$ cat src/rtl/soft_rst_pkg.sv
// Shared types and constants for the soft-reset request initiator.
// Holds the FSM state encoding, register map, cause codes and watchdog kick value.
package soft_rst_pkg;

  typedef enum logic [1:0] {
    IDLE   = 2'd0,
    ASSERT = 2'd1,
    COOL   = 2'd2
  } state_t;

  localparam logic [1:0] ADDR_CTRL     = 2'd0;
  localparam logic [1:0] ADDR_STATUS   = 2'd1;
  localparam logic [1:0] ADDR_WDT_LOAD = 2'd2;
  localparam logic [1:0] ADDR_WDT_KICK = 2'd3;

  localparam logic [1:0] CAUSE_NONE = 2'b00;
  localparam logic [1:0] CAUSE_CORE = 2'b01;
  localparam logic [1:0] CAUSE_SYS  = 2'b10;
  localparam logic [1:0] CAUSE_WDT  = 2'b11;

  localparam logic [7:0] KICK_VAL = 8'h5A;

  // One counter serves both hold and cool phases, so size it for the longer one.
  function automatic int cnt_width(input int hold, input int cool);
    return $clog2(((hold > cool) ? hold : cool) + 1);
  endfunction

endpackage

$ cat src/rtl/soft_rst_wdt.sv
// Watchdog: down-counter with keyed kick, raises a sticky pending system request on expiry.
// Latency: pending is registered on the 1->0 count edge. No backpressure; pending holds until ack.
// Only instantiated when SOFT_RST_REQ_WDT_EN is defined.
module soft_rst_wdt
  import soft_rst_pkg::*;
#(
  parameter int WDT_W = 16
) (
  input  logic             clk,
  input  logic             rst,
  input  logic             load_we,
  input  logic [WDT_W-1:0] load_val,
  input  logic             kick_we,
  input  logic [7:0]       kick_val,
  input  logic             ack,
  output logic [WDT_W-1:0] wdt_load,
  output logic             pend
);

  logic [WDT_W-1:0] wdt_cnt;
  logic             kick_ok;
  logic             expire;

  assign kick_ok = kick_we && (kick_val == KICK_VAL);
  assign expire  = !load_we && !kick_ok && (wdt_cnt == WDT_W'(1));

  always_ff @(posedge clk) begin
    if (rst) begin
      wdt_load <= '0;
      wdt_cnt  <= '0;
      pend     <= 1'b0;
    end else begin
      if (load_we) begin
        wdt_load <= load_val;
        wdt_cnt  <= load_val;
      end else if (kick_ok || expire) begin
        wdt_cnt <= wdt_load;
      end else if (wdt_cnt != '0) begin
        wdt_cnt <= wdt_cnt - WDT_W'(1);
      end
      // A fresh expiry outranks an ack landing in the same cycle.
      pend <= expire || (pend && !ack);
    end
  end

endmodule

$ cat src/rtl/soft_rst_req_ctrl.sv
// Soft-reset request initiator: keyed CTRL writes (and watchdog with SOFT_RST_REQ_WDT_EN) raise held 2-bit requests.
// Latency: soft_rst_req asserts 1 cycle after an accepted write, held HOLD_CYCLES, then COOL_CYCLES dead time.
// No backpressure: requests arriving while busy are dropped silently; read data is registered one cycle later.
module soft_rst_req_ctrl
  import soft_rst_pkg::*;
#(
  parameter int         HOLD_CYCLES = 4,
  parameter int         COOL_CYCLES = 8,
  parameter logic [7:0] KEY         = 8'hA5,
  parameter int         WDT_W       = 16
) (
  input  logic        sys_clk,
  input  logic        sys_rst,
  input  logic        reg_sel,
  input  logic        reg_wr,
  input  logic [1:0]  reg_addr,
  input  logic [31:0] reg_wdata,
  output logic [31:0] reg_rdata,
  output logic [1:0]  soft_rst_req,
  output logic        busy
);

  localparam int             CW        = cnt_width(HOLD_CYCLES, COOL_CYCLES);
  localparam logic [CW-1:0]  HOLD_LAST = CW'(HOLD_CYCLES - 1);
  localparam logic [CW-1:0]  COOL_LAST = CW'(COOL_CYCLES - 1);

  state_t        state;
  logic [CW-1:0] cnt;
  logic [1:0]    cause;
  logic          key_err;
  logic          wr_stb;
  logic          rd_stb;
  logic          ctrl_wr;
  logic          key_ok;
  logic          ctrl_req_vld;
  logic          wdt_pend;
  logic [31:0]   rd_mux;

  assign wr_stb       = reg_sel && reg_wr;
  assign rd_stb       = reg_sel && !reg_wr;
  assign ctrl_wr      = wr_stb && (reg_addr == ADDR_CTRL);
  assign key_ok       = (reg_wdata[31:24] == KEY);
  assign ctrl_req_vld = ctrl_wr && key_ok && (reg_wdata[1:0] != 2'b00);

`ifdef SOFT_RST_REQ_WDT_EN
  logic             wdt_ack;
  logic [WDT_W-1:0] wdt_load;

  assign wdt_ack = (state == IDLE) && wdt_pend;

  soft_rst_wdt #(.WDT_W(WDT_W)) u_wdt (
    .clk      (sys_clk),
    .rst      (sys_rst),
    .load_we  (wr_stb && (reg_addr == ADDR_WDT_LOAD)),
    .load_val (reg_wdata[WDT_W-1:0]),
    .kick_we  (wr_stb && (reg_addr == ADDR_WDT_KICK)),
    .kick_val (reg_wdata[7:0]),
    .ack      (wdt_ack),
    .wdt_load (wdt_load),
    .pend     (wdt_pend)
  );
`else
  assign wdt_pend = 1'b0;
`endif

  always_ff @(posedge sys_clk) begin
    if (sys_rst) begin
      state        <= IDLE;
      cnt          <= '0;
      cause        <= CAUSE_NONE;
      soft_rst_req <= 2'b00;
      busy         <= 1'b0;
    end else begin
      case (state)
        IDLE: begin
          // Watchdog wins over a CTRL request in the same cycle.
          if (wdt_pend) begin
            state        <= ASSERT;
            cnt          <= HOLD_LAST;
            cause        <= CAUSE_WDT;
            soft_rst_req <= 2'b10;
            busy         <= 1'b1;
          end else if (ctrl_req_vld) begin
            state        <= ASSERT;
            cnt          <= HOLD_LAST;
            cause        <= (reg_wdata[1:0] == 2'b01) ? CAUSE_CORE : CAUSE_SYS;
            soft_rst_req <= reg_wdata[1:0];
            busy         <= 1'b1;
          end
        end
        ASSERT: begin
          if (cnt == '0) begin
            state        <= COOL;
            cnt          <= COOL_LAST;
            soft_rst_req <= 2'b00;
          end else begin
            cnt <= cnt - CW'(1);
          end
        end
        COOL: begin
          if (cnt == '0) begin
            state <= IDLE;
            busy  <= 1'b0;
          end else begin
            cnt <= cnt - CW'(1);
          end
        end
        default: begin
          state        <= IDLE;
          soft_rst_req <= 2'b00;
          busy         <= 1'b0;
        end
      endcase
    end
  end

  always_ff @(posedge sys_clk) begin
    if (sys_rst) begin
      key_err <= 1'b0;
    end else if (ctrl_wr && !key_ok) begin
      key_err <= 1'b1;
    end else if (wr_stb && (reg_addr == ADDR_STATUS) && reg_wdata[1]) begin
      key_err <= 1'b0;
    end
  end

  always_comb begin
    rd_mux = '0;
    case (reg_addr)
      ADDR_STATUS:   rd_mux = {28'd0, cause, key_err, busy};
`ifdef SOFT_RST_REQ_WDT_EN
      ADDR_WDT_LOAD: rd_mux = 32'(wdt_load);
`endif
      default:       rd_mux = '0;
    endcase
  end

  always_ff @(posedge sys_clk) begin
    if (sys_rst) begin
      reg_rdata <= '0;
    end else if (rd_stb) begin
      reg_rdata <= rd_mux;
    end
  end

endmodule

$ cat config.mk
export PLATFORM = sky130hd
export DESIGN_NAME = soft_rst_req_ctrl
export DESIGN_NICKNAME = d
export VERILOG_FILES = /design/src/rtl/soft_rst_pkg.sv /design/src/rtl/soft_rst_wdt.sv /design/src/rtl/soft_rst_req_ctrl.sv
export SDC_FILE = /design/constraint.sdc
export NUM_CORES = 1
export LEC_CHECK = 0
export BUFFER_PORTS_ARGS = -buffer_cell sky130_fd_sc_hd__buf_2
export CAP_MARGIN = 15
export CELL_PAD_IN_SITES_DETAIL_PLACEMENT = 1
export CELL_PAD_IN_SITES_GLOBAL_PLACEMENT = 1
export CORE_AREA = 2 2 63 65
export CTS_CLUSTER_SIZE = 16
export DETAILED_ROUTE_END_ITERATION = 10
export DIE_AREA = 0 0 65 67
export HOLD_SLACK_MARGIN = 0.03
export PLACE_DENSITY_LB_ADDON = 0.25
export SYNTH_ARGS = -nofsm -noshare
export SYNTH_HDL_FRONTEND = slang
export SYNTH_HIERARCHICAL = 1
export SYNTH_SLANG_ARGS = --single-unit
export TNS_END_PERCENT = 20
$ cat constraint.sdc
create_clock -name sys_clk -period 4.4 [get_ports sys_clk]
set_input_delay 0.44 -clock sys_clk [delete_from_list [all_inputs] [get_ports sys_clk]]
set_output_delay 0.44 -clock sys_clk [all_outputs]
set_load 0.01 [all_outputs]
==> results of run 1 <==
==> cell usage in the layout, fill, tap and decap left out <==
cell | Yosys | layout
nor3b_1 | 1 | 1
nand4b_1 | 1 | 1
or4_1 | 1 | 1
or2_2 | 1 | 1
a211oi_1 | 2 | 2
or3_1 | 1 | 1
or2b_1 | 1 | 1
nand4bb_4 | 3 | 3
ha_1 | 5 | 5
nand3b_1 | 1 | 1
dfxtp_1 | 16 | 16
a21oi_1 | 9 | 9
conb_1 | 1 | 28
nand2_1 | 3 | 3
nor4_1 | 2 | 2
nand3_1 | 2 | 2
o221a_2 | 1 | 1
buf_2 | 0 | 22
o211a_1 | 1 | 1
nor3_1 | 3 | 3
o21ai_0 | 8 | 8
or3b_1 | 2 | 2
o311ai_0 | 2 | 2
a22oi_1 | 5 | 5
nor2_1 | 11 | 11
inv_1 | 6 | 6
o221a_1 | 1 | 1
nor2b_1 | 2 | 2
clkbuf_8 | 0 | 4
nand4_1 | 1 | 1
nand2b_1 | 3 | 3
o41a_1 | 1 | 1
a21o_1 | 1 | 1
==> power groups by stage <==
stage	Clock [mW]	Combinational, mW	Sequential (mW)
detailed placement	0	0.0320	0.149
finish	0.135	0.0325	0.145
floorplan	0	0.0388	0.149
global route	0.142	0.0359	0.145
global placement	0	0.0313	0.149
CTS	0.138	0.0321	0.145
==> worst max path at each step <==
stage                        from         endpoint  slack (ns)
floorplan           reg_wdata[30]           cnt[0]        2.51
global placement    reg_wdata[30]           cnt[0]        2.32
detailed placement  reg_wdata[30]           cnt[0]        2.30
CTS                        cnt[0]  soft_rst_req[1]        2.39
global route               cnt[0]  soft_rst_req[1]        2.33
finish                     cnt[0]  soft_rst_req[1]        2.41
==> logic make-up (layout without fill, tap and decap cells) <==
family,count (synthesis),after routing
other cells,1,28
fa+ha+maj,5,5
compound gates,31,31
simple gates,39,39
buf+inv,35,32
flops,16,16
==> state kept, by name, indices dropped and copies added (netlist names) <==
signal / flops
cnt: 4
reg_rdata: 4
cause: 2
soft_rst_req: 2
state: 2
busy: 1
key_err: 1
==> critical path, delay by kind of cell, from the launching register on <==
family	cells	cell delay [ns]
AOI/OAI and AO/OA	2	0.38
adders and majority gates	1	0.20
DFF	1	0.34
and+or+nand+nor	2	0.94
buffers and inverters	1	0.06
==> cell type report <==
cell class	count	area, sq um
clock buffer	4	55.05
timing repair buffer	22	110.1
fill	447	2385
tap	48	60.06
sequential	16	320.3
inverter	6	22.52
multi-input combinational	103	653.1
==> per-stage QoR <==
| step | cells | utilization, % |
|---|---|---|
| final | 199 | 33.87 |
| after global routing | 199 | 33.87 |
| after CTS | 199 | 33.87 |
| after detailed placement | 195 | 32.34 |
| after global placement | 195 | 32.34 |
| after floorplan | 154 | - |
==> routing by layer <==
layer	up-vias	routed length, microns
met5	-	0
met4	0	34
met3	5	125
met2	31	1186
met1	435	1023
li1	443	-
==> impl_metrics.tcl, run 1 <==
set metrics [dict create \
    outcome "finished clean" \
    finalCriticalPeriod_ns 1.988 \
    r2r_end "soft_rst_req[1]" \
    busiest_layer "met2" \
    routed_wirelength_microns 2368 \
    route.detailed.drc 0 \
    worst_ep_required_time_ns 4.59 \
    first_pass_iters 4 \
    cts.htree.levels 1 \
    cts_resized 0 \
    hold_ws_ns 0.4866 \
    place_area_sq_mm 0.001166 \
    p_comb_share_pct 10.4 \
    dp.final_hpwl_microns 1936 \
    port_buffers 22 \
    synth_area_leaders "dfxtp_1 (29%), buf_4 (19%), nand4bb_4 (7.4%)" \
    setup_viol 0 \
    synthToLayoutAreaGrowth_pct 10.16 \
    coreArea_sq_mm 0.003606 \
    endpoint_kind "flip-flop" \
    grt_pass1_vias 887 \
    grt_max_degree 13 \
    max_slew_margin_pct 65.48 \
    layout.nets 195 \
    track_usage_pct 11.66 \
    avgSynthCellArea_sq_um 8.729 \
    yosysMostFrequentCell "buf_4" \
    gp_congestion 0.7753 \
    clock_latency_ns 0.26 \
    synthMuxAreaShare_pct 0 \
    grt-ovfl-total 0 \
    hold_end "cause[1]" \
    whs_path_depth 2 \
    seqPwrFrac_pct 46.5 \
    ys_seq_area_share_pct 28.89 \
    antenna_cells 0 \
    die_width_microns 65 \
    io_pins 73 \
    root_buffer "clkbuf_8" \
    rows 22 \
    cts_tree "done" \
    ir_drop_v 0.00008552 \
    design.die.area_sq_mm 0.004355 \
    p_int_mw 0.2352 \
    hold_viol_final 0 \
    fin_ws_ns 2.412 \
    vias_per_cell 4.593 \
    rsz0062_at_grt "no" \
    grt_use_met3_pct 2.196 \
    antenna_found_initial 0 \
    arrival_ns 2.18 \
    critPathKind "flip-flop to flip-flop" \
    total_power_mw 0.3129 \
    drive_gt1_share_pct 20.53 \
    synthSimpleGateAreaFrac_pct 25.17 \
    post-place-ws_ns 2.304 \
    switchingPower_mw 0.07773 \
    cts_made_buffers 3 \
    syn_area_sq_mm 0.001109 \
    setup_tns_ns 0 \
    rrSetupSlack_ns 2.41 \
    avgRoutedWirePerCell_microns 11.90 \
    start_util_pct 30.74 \
    drv_slew 0 \
    hold_start "cause[1]" \
    vias 914 \
    antenna_left 0 \
    grtUsageMet2_pct 20.88 \
    netlist_instances 127 \
    path_clk_slew_ns 0.07 \
    drt_iter0_markers 38 \
    yosys_most_used_dff "dfxtp_1" \
    die-height_microns 67 \
    cts_setup_buffers 0 \
    synth-xor-area-share_pct 0 \
    synth-async-reset-ratio_pct 0 \
    grt_pass1_wl_microns 3946 \
    cts.sink_count 16 \
    skew_ns 0.008254 \
    synth_top_family_by_area "simple AND/OR/NAND/NOR gates" \
    pwr-share-clk_pct 43.2 \
    hp-class "flip-flop to flip-flop" \
    crit_chain "inv_1 > ha_1 > or3b_1 > a21o_1 > or4_1 > a21oi_1" \
    max_clock_freq_mhz 503.0 \
    synth-adder-area-share_pct 5.643 \
    leakagePower_nw 0.5322 \
    synth-edff-count 0 \
    pwr_density_cell_mw_per_mm2 256.2 \
    min_period_over_period_pct 45.18 \
    yosys.area.top_type "dfxtp_1" \
    reg2reg_from "cnt[0]" \
    worstMarginPinSlew_ns 0.5130 \
    yosysWarnings 6 \
    startpoint_type "flip-flop" \
    path_max_fanout 5 \
    cap_violations 0 \
    ys_types 33 \
    max_stage_delay_ns 0.49 \
    design_area_sq_mm 0.001221 \
    synth-compound-area-share_pct 18.62 \
    critPathSlowestCell "or4_1" \
    cts_hold_buf 0 \
    r2r_cells 6 \
    clockBufferDepth 2 \
    ys_ff_latch 16 \
    synth.top_cell.area_share_pct 28.89 \
    synth_common_cells "buf_4 (28), dfxtp_1 (16), nor2_1 (11)" \
    p_sw_share_pct 24.84 \
    grt_use_met1_pct 13.89 \
]
Note: power is estimated with default switching activity, not from simulation.
==> inputs of run 2 (changes only) <==
Settings changed: ABC_AREA set to 1, CORE_AREA 2 2 63 65 to 2 2 72 74, DIE_AREA 0 0 65 67 to 0 0 74 76.
Clock period 4.4 ns to 1.7 ns, I/O delays scaled along.
==> run 2 against run 1 <==
Against the previous run: register-to-register slack lost 2.2 ns; largest cell class unchanged; count of clock-buffer cells in the layout is the same; via count grew 6.8%; clock skew shrank 0.0065 ns; area after synthesis grew 4.4%.
==> impl_metrics.tcl, run 2 <==
set metrics [dict create \
    startpoint_type "flip-flop" \
    design_area_sq_mm 0.001296 \
    die-height_microns 76 \
    ys_types 25 \
    synth_common_cells "buf_4 (28), nand2_1 (28), inv_1 (25)" \
    yosys.area.top_type "dfxtp_1" \
    clock_latency_ns 0.24 \
    vias 976 \
    die_width_microns 74 \
    antenna_found_initial 0 \
    multi_input_comb_area_sq_um 618.1 \
    largestRegisters "cnt: 4 flops, reg_rdata: 4 flops" \
    dp.final_hpwl_microns 1958 \
    route.detailed.drc 0 \
    rows 26 \
    p_int_mw 0.6020 \
    p_sw_share_pct 23.94 \
    top_layer "met4" \
    grt_pass1_vias 964 \
    cts_tree "done" \
    start_util_pct 23.56 \
    wl_met2_microns 1165 \
    ys_ff_latch 16 \
    r2r_cells 10 \
    path_max_fanout 4 \
    antenna_left 0 \
    fillerInstances 651 \
    hold_ws_ns 0.2444 \
    avgRoutedWirePerCell_microns 8.900 \
    drive_gt1_share_pct 19.47 \
    routed_wirelength_microns 2314 \
    track_usage_pct 9.040 \
    gp_congestion 0.7010 \
    skew_ns 0.001753 \
    min_period_over_period_pct 86.71 \
    cts.sink_count 16 \
    pwr-share-clk_pct 42.2 \
    port_buffers 22 \
    switchingPower_mw 0.1895 \
    rsz0062_at_grt "no" \
    rrSetupSlack_ns 0.23 \
    coreArea_sq_mm 0.004912 \
    final_cell_mix "nand2_1 (28), conb_1 (28), inv_1 (25), buf_2 (22), nor2_1 (18)" \
    arrival_ns 1.60 \
    leakagePower_nw 0.6342 \
    cts_setup_buffers 0 \
    synthToLayoutAreaGrowth_pct 12.00 \
    drt_iter0_markers 18 \
    setup_tns_ns 0 \
    cts_made_buffers 3 \
    critPathKind "flip-flop to flip-flop" \
    finalCriticalPeriod_ns 1.474 \
    avgSynthCellArea_sq_um 6.972 \
    synth-edff-count 0 \
    vias_per_cell 3.754 \
    grt_max_degree 12 \
    root_buffer "clkbuf_8" \
    max_clock_freq_mhz 678.4 \
    met1_length_microns 1010 \
    antenna_cells 0 \
    pwr_density_cell_mw_per_mm2 610.6 \
    setup_viol 0 \
    final_cells 260 \
    dpl.cell_count 256 \
    outcome "finished clean" \
    syn_area_sq_mm 0.001157 \
    endpoint_kind "flip-flop" \
    synth_area_leaders "dfxtp_1 (28%), buf_4 (18%), nand2_1 (9.1%)" \
    whs_path_depth 2 \
    layout.nets 234 \
    worst_ep_required_time_ns 1.83 \
    synth.top_cell.area_share_pct 27.68 \
    yosys_most_used_dff "dfxtp_1" \
    p_comb_share_pct 10.3 \
    path_clk_slew_ns 0.06 \
    clockBufferDepth 2 \
    place_area_sq_mm 0.001239 \
    cap_violations 0 \
    seqPwrFrac_pct 47.5 \
    grt-ovfl-total 0 \
    cts.htree.levels 1 \
    hp-class "primary input to flip-flop" \
    ir_drop_v 0.0002881 \
    netlist_instances 166 \
    wl_met3_microns 120 \
    design.die.area_sq_mm 0.005624 \
    io_pins 73 \
    first_pass_iters 3 \
    grt_pass1_wl_microns 4119 \
    ys_seq_area_share_pct 27.68 \
    yosysWarnings 6 \
    hold_viol_final 0 \
    seqCellArea_sq_um 320.3 \
    drv_slew 0 \
    synth-async-reset-ratio_pct 0 \
]
==> run 2: cell families after synthesis <==
kind of cell / share of synthesized area (%)
simple gates: 27.24
other cells: 0.3240
fa+ha+maj: 5.405
buf+inv: 27.89
compound gates: 10.70
flops: 27.68
xor+xnor: 0.7569
==> run 2: critical path: stages, from the launching register on <==
cell and delay (ns):
dfxtp_1 0.38, inv_1 0.08, ha_1 0.22, nor2_2 0.13, inv_1 0.08, nand2_2 0.07
nand2_1 0.09, inv_1 0.10, nand2_1 0.07, nand2_1 0.09, a21oi_2 0.05
==> run 2: power by group through the flow <==
stage               Combinational, mW  Clock (mW)  Sequential [mW]
floorplan                      0.0993           0            0.385
global placement               0.0809           0            0.385
detailed placement             0.0814           0            0.385
CTS                            0.0815       0.356            0.376
global route                   0.0936       0.366            0.376
finish                         0.0813       0.334            0.376
==> run 2: final cells by class <==
type                       count  share of cell area (%)
sequential                    16                   24.71
timing repair buffer          23                   9.073
multi-input combinational    121                   47.68
tap                           70                   6.757
clock buffer                   4                   4.247
inverter                      26                   7.529
==> run 2: worst paths after layout <==
check	startpoint	end
min	sys_rst	state[1]
max reg2reg	state[0]	soft_rst_req[1]
min reg2reg	cause[0]	cause[0]
max	state[0]	soft_rst_req[1]
==> run 2: what timing repair did <==
item                       4_1_cts  5_1_grt
resized for setup                0        1
hold buffers                     0        0
setup endpoints to repair        0        3
==> run 2: per-layer routing <==
layer	vias to the layer above	GRT usage, %
met5	-	0
met4	0	2.727
met1	439	10.19
li1	512	-
met3	2	1.587
met2	23	16.70
==> run 2: through the flow <==
stage                     worst slack (ns)  util, %  total power [mW]
final                               0.2260    26.39            0.7915
after global routing               0.01029    26.39            0.8360
after detailed placement            0.1718    25.22            0.4661
after CTS                           0.1545    26.34            0.8134
after floorplan                     0.3354        -            0.4839
after global placement              0.1669    25.22            0.4656
==> inputs of run 3 (changes only) <==
Settings changed: GPL_ROUTABILITY_DRIVEN set to 0, PLACE_DENSITY set to 0.78, PLACE_DENSITY_LB_ADDON 0.25 to not set.
==> run 3 against run 2 <==
Against the previous run: sequential power barely moved; worst setup slack got worse by 0.015 ns; power rose by 1.8%; critical path depth did not move; largest power group unchanged; die area did not move.
==> impl_metrics.tcl, run 3 (synthesis gave the netlist of run 2 again) <==
set metrics [dict create \
    drive_gt1_share_pct 20.11 \
    design.die.area_sq_mm 0.005624 \
    cts_hold_buf 0 \
    rows 26 \
    rsz0062_at_grt "no" \
    dp.final_hpwl_microns 1960 \
    min_period_over_period_pct 87.58 \
    route.detailed.drc 0 \
    antenna_found_initial 0 \
    hp-class "primary input to flip-flop" \
    pwr_density_cell_mw_per_mm2 623.9 \
    cts.sink_count 16 \
    leakagePower_nw 0.6311 \
    critPathKind "flip-flop to flip-flop" \
    ir_drop_v 0.0002211 \
    vias_per_cell 3.834 \
    final_cell_mix "nand2_1 (28), conb_1 (28), inv_1 (25), buf_2 (22), nor2_1 (18)" \
    cap_violations 0 \
    drv_slew 0 \
    cts_made_buffers 3 \
    first_pass_iters 3 \
    die_width_microns 74 \
    io_pins 73 \
    synthToLayoutAreaGrowth_pct 11.57 \
    grt_pass1_wl_microns 4105 \
    worst_ep_required_time_ns 1.84 \
    skew_ns 0.002022 \
    layout.nets 233 \
    switchingPower_mw 0.2029 \
    hold_viol_final 0 \
    pwr-share-clk_pct 43.3 \
    finalCriticalPeriod_ns 1.489 \
    antenna_cells 0 \
    multi_input_comb_area_sq_um 618.1 \
    p_int_mw 0.6027 \
    cts_resized 0 \
    p_sw_share_pct 25.19 \
    post-place-ws_ns 0.1220 \
    drt_iter0_markers 45 \
    start_util_pct 23.56 \
    setup_tns_ns 0 \
    startpoint_type "flip-flop" \
    setup_viol 0 \
    die-height_microns 76 \
    clock_latency_ns 0.25 \
    fin_ws_ns 0.2112 \
    largestRegisters "cnt: 4 flops, reg_rdata: 4 flops" \
    arrival_ns 1.63 \
    endpoint_kind "flip-flop" \
    cts.htree.levels 1 \
    routed_wirelength_microns 2379 \
    clockBufferDepth 2 \
    fillerInstances 637 \
    root_buffer "clkbuf_8" \
    avgRoutedWirePerCell_microns 9.185 \
    cts_setup_buffers 0 \
    coreArea_sq_mm 0.004912 \
    grt-ovfl-total 0 \
    grt_max_degree 12 \
    antenna_left 0 \
    outcome "finished clean" \
    seqCellArea_sq_um 322.8 \
    p_comb_share_pct 10.0 \
    track_usage_pct 9.185 \
    vias 993 \
    max_clock_freq_mhz 671.7 \
    seqPwrFrac_pct 46.7 \
    path_clk_slew_ns 0.07 \
    cts_tree "done" \
    grt_pass1_vias 993 \
    port_buffers 22 \
    path_max_fanout 5 \
]
[run 3: worst paths after layout]
path	start	end	slack, ns	cells after the start
worst max-delay path	state[1]	soft_rst_req[1]	0.21	10
worst min-delay path	sys_rst	state[1]	0.22	2
worst max register to register	state[1]	soft_rst_req[1]	0.21	10
worst min register to register	cause[0]	cause[0]	0.44	2
[run 3: layout make-up]
type	instances	share of cell area, %
Multi-Input combinational cell	121	47.87
Sequential cell	16	25.00
Timing Repair Buffer	22	8.527
Inverter	26	7.558
Tap cell	70	6.783
Clock buffer	4	4.264
[run 3: stage by stage]
step / cells / area (sq um) / hold WS [ns] / util, % / power, mW
floorplan: 193 / 1259 / 0.3599 / - / 0.4839
global placement: 255 / 1231 / 0.4361 / 25.06 / 0.4638
detailed placement: 255 / 1231 / 0.4358 / 25.06 / 0.4651
CTS: 259 / 1286 / 0.2268 / 26.18 / 0.8213
global route: 259 / 1291 / 0.2399 / 26.29 / 0.8507
finish: 259 / 1291 / 0.2221 / 26.29 / 0.8056
[run 3: critical path, stage by stage (launching register included)]
cell	delay [ns]
dfxtp_2	0.35
inv_1	0.07
ha_1	0.21
nor2_2	0.15
inv_1	0.08
nand2_2	0.11
nand2_1	0.10
inv_1	0.10
nand2_1	0.08
nand2_1	0.08
a21oi_2	0.05
[run 3: power groups by stage]
stage	clock network [mW]	registers (mW)	logic (mW)
after floorplan	0	0.385	0.0993
after global placement	0	0.385	0.0791
after detailed placement	0	0.385	0.0803
after CTS	0.365	0.376	0.0804
after global routing	0.381	0.376	0.0938
final	0.349	0.376	0.0806
[run 3: routing by layer]
layer	global-route usage (%)	vias up	wire length, microns
li1	-	509	-
met1	9.992	451	968
met2	16.16	27	1220
met3	3.439	6	163
met4	2.727	0	26
met5	0	-	0
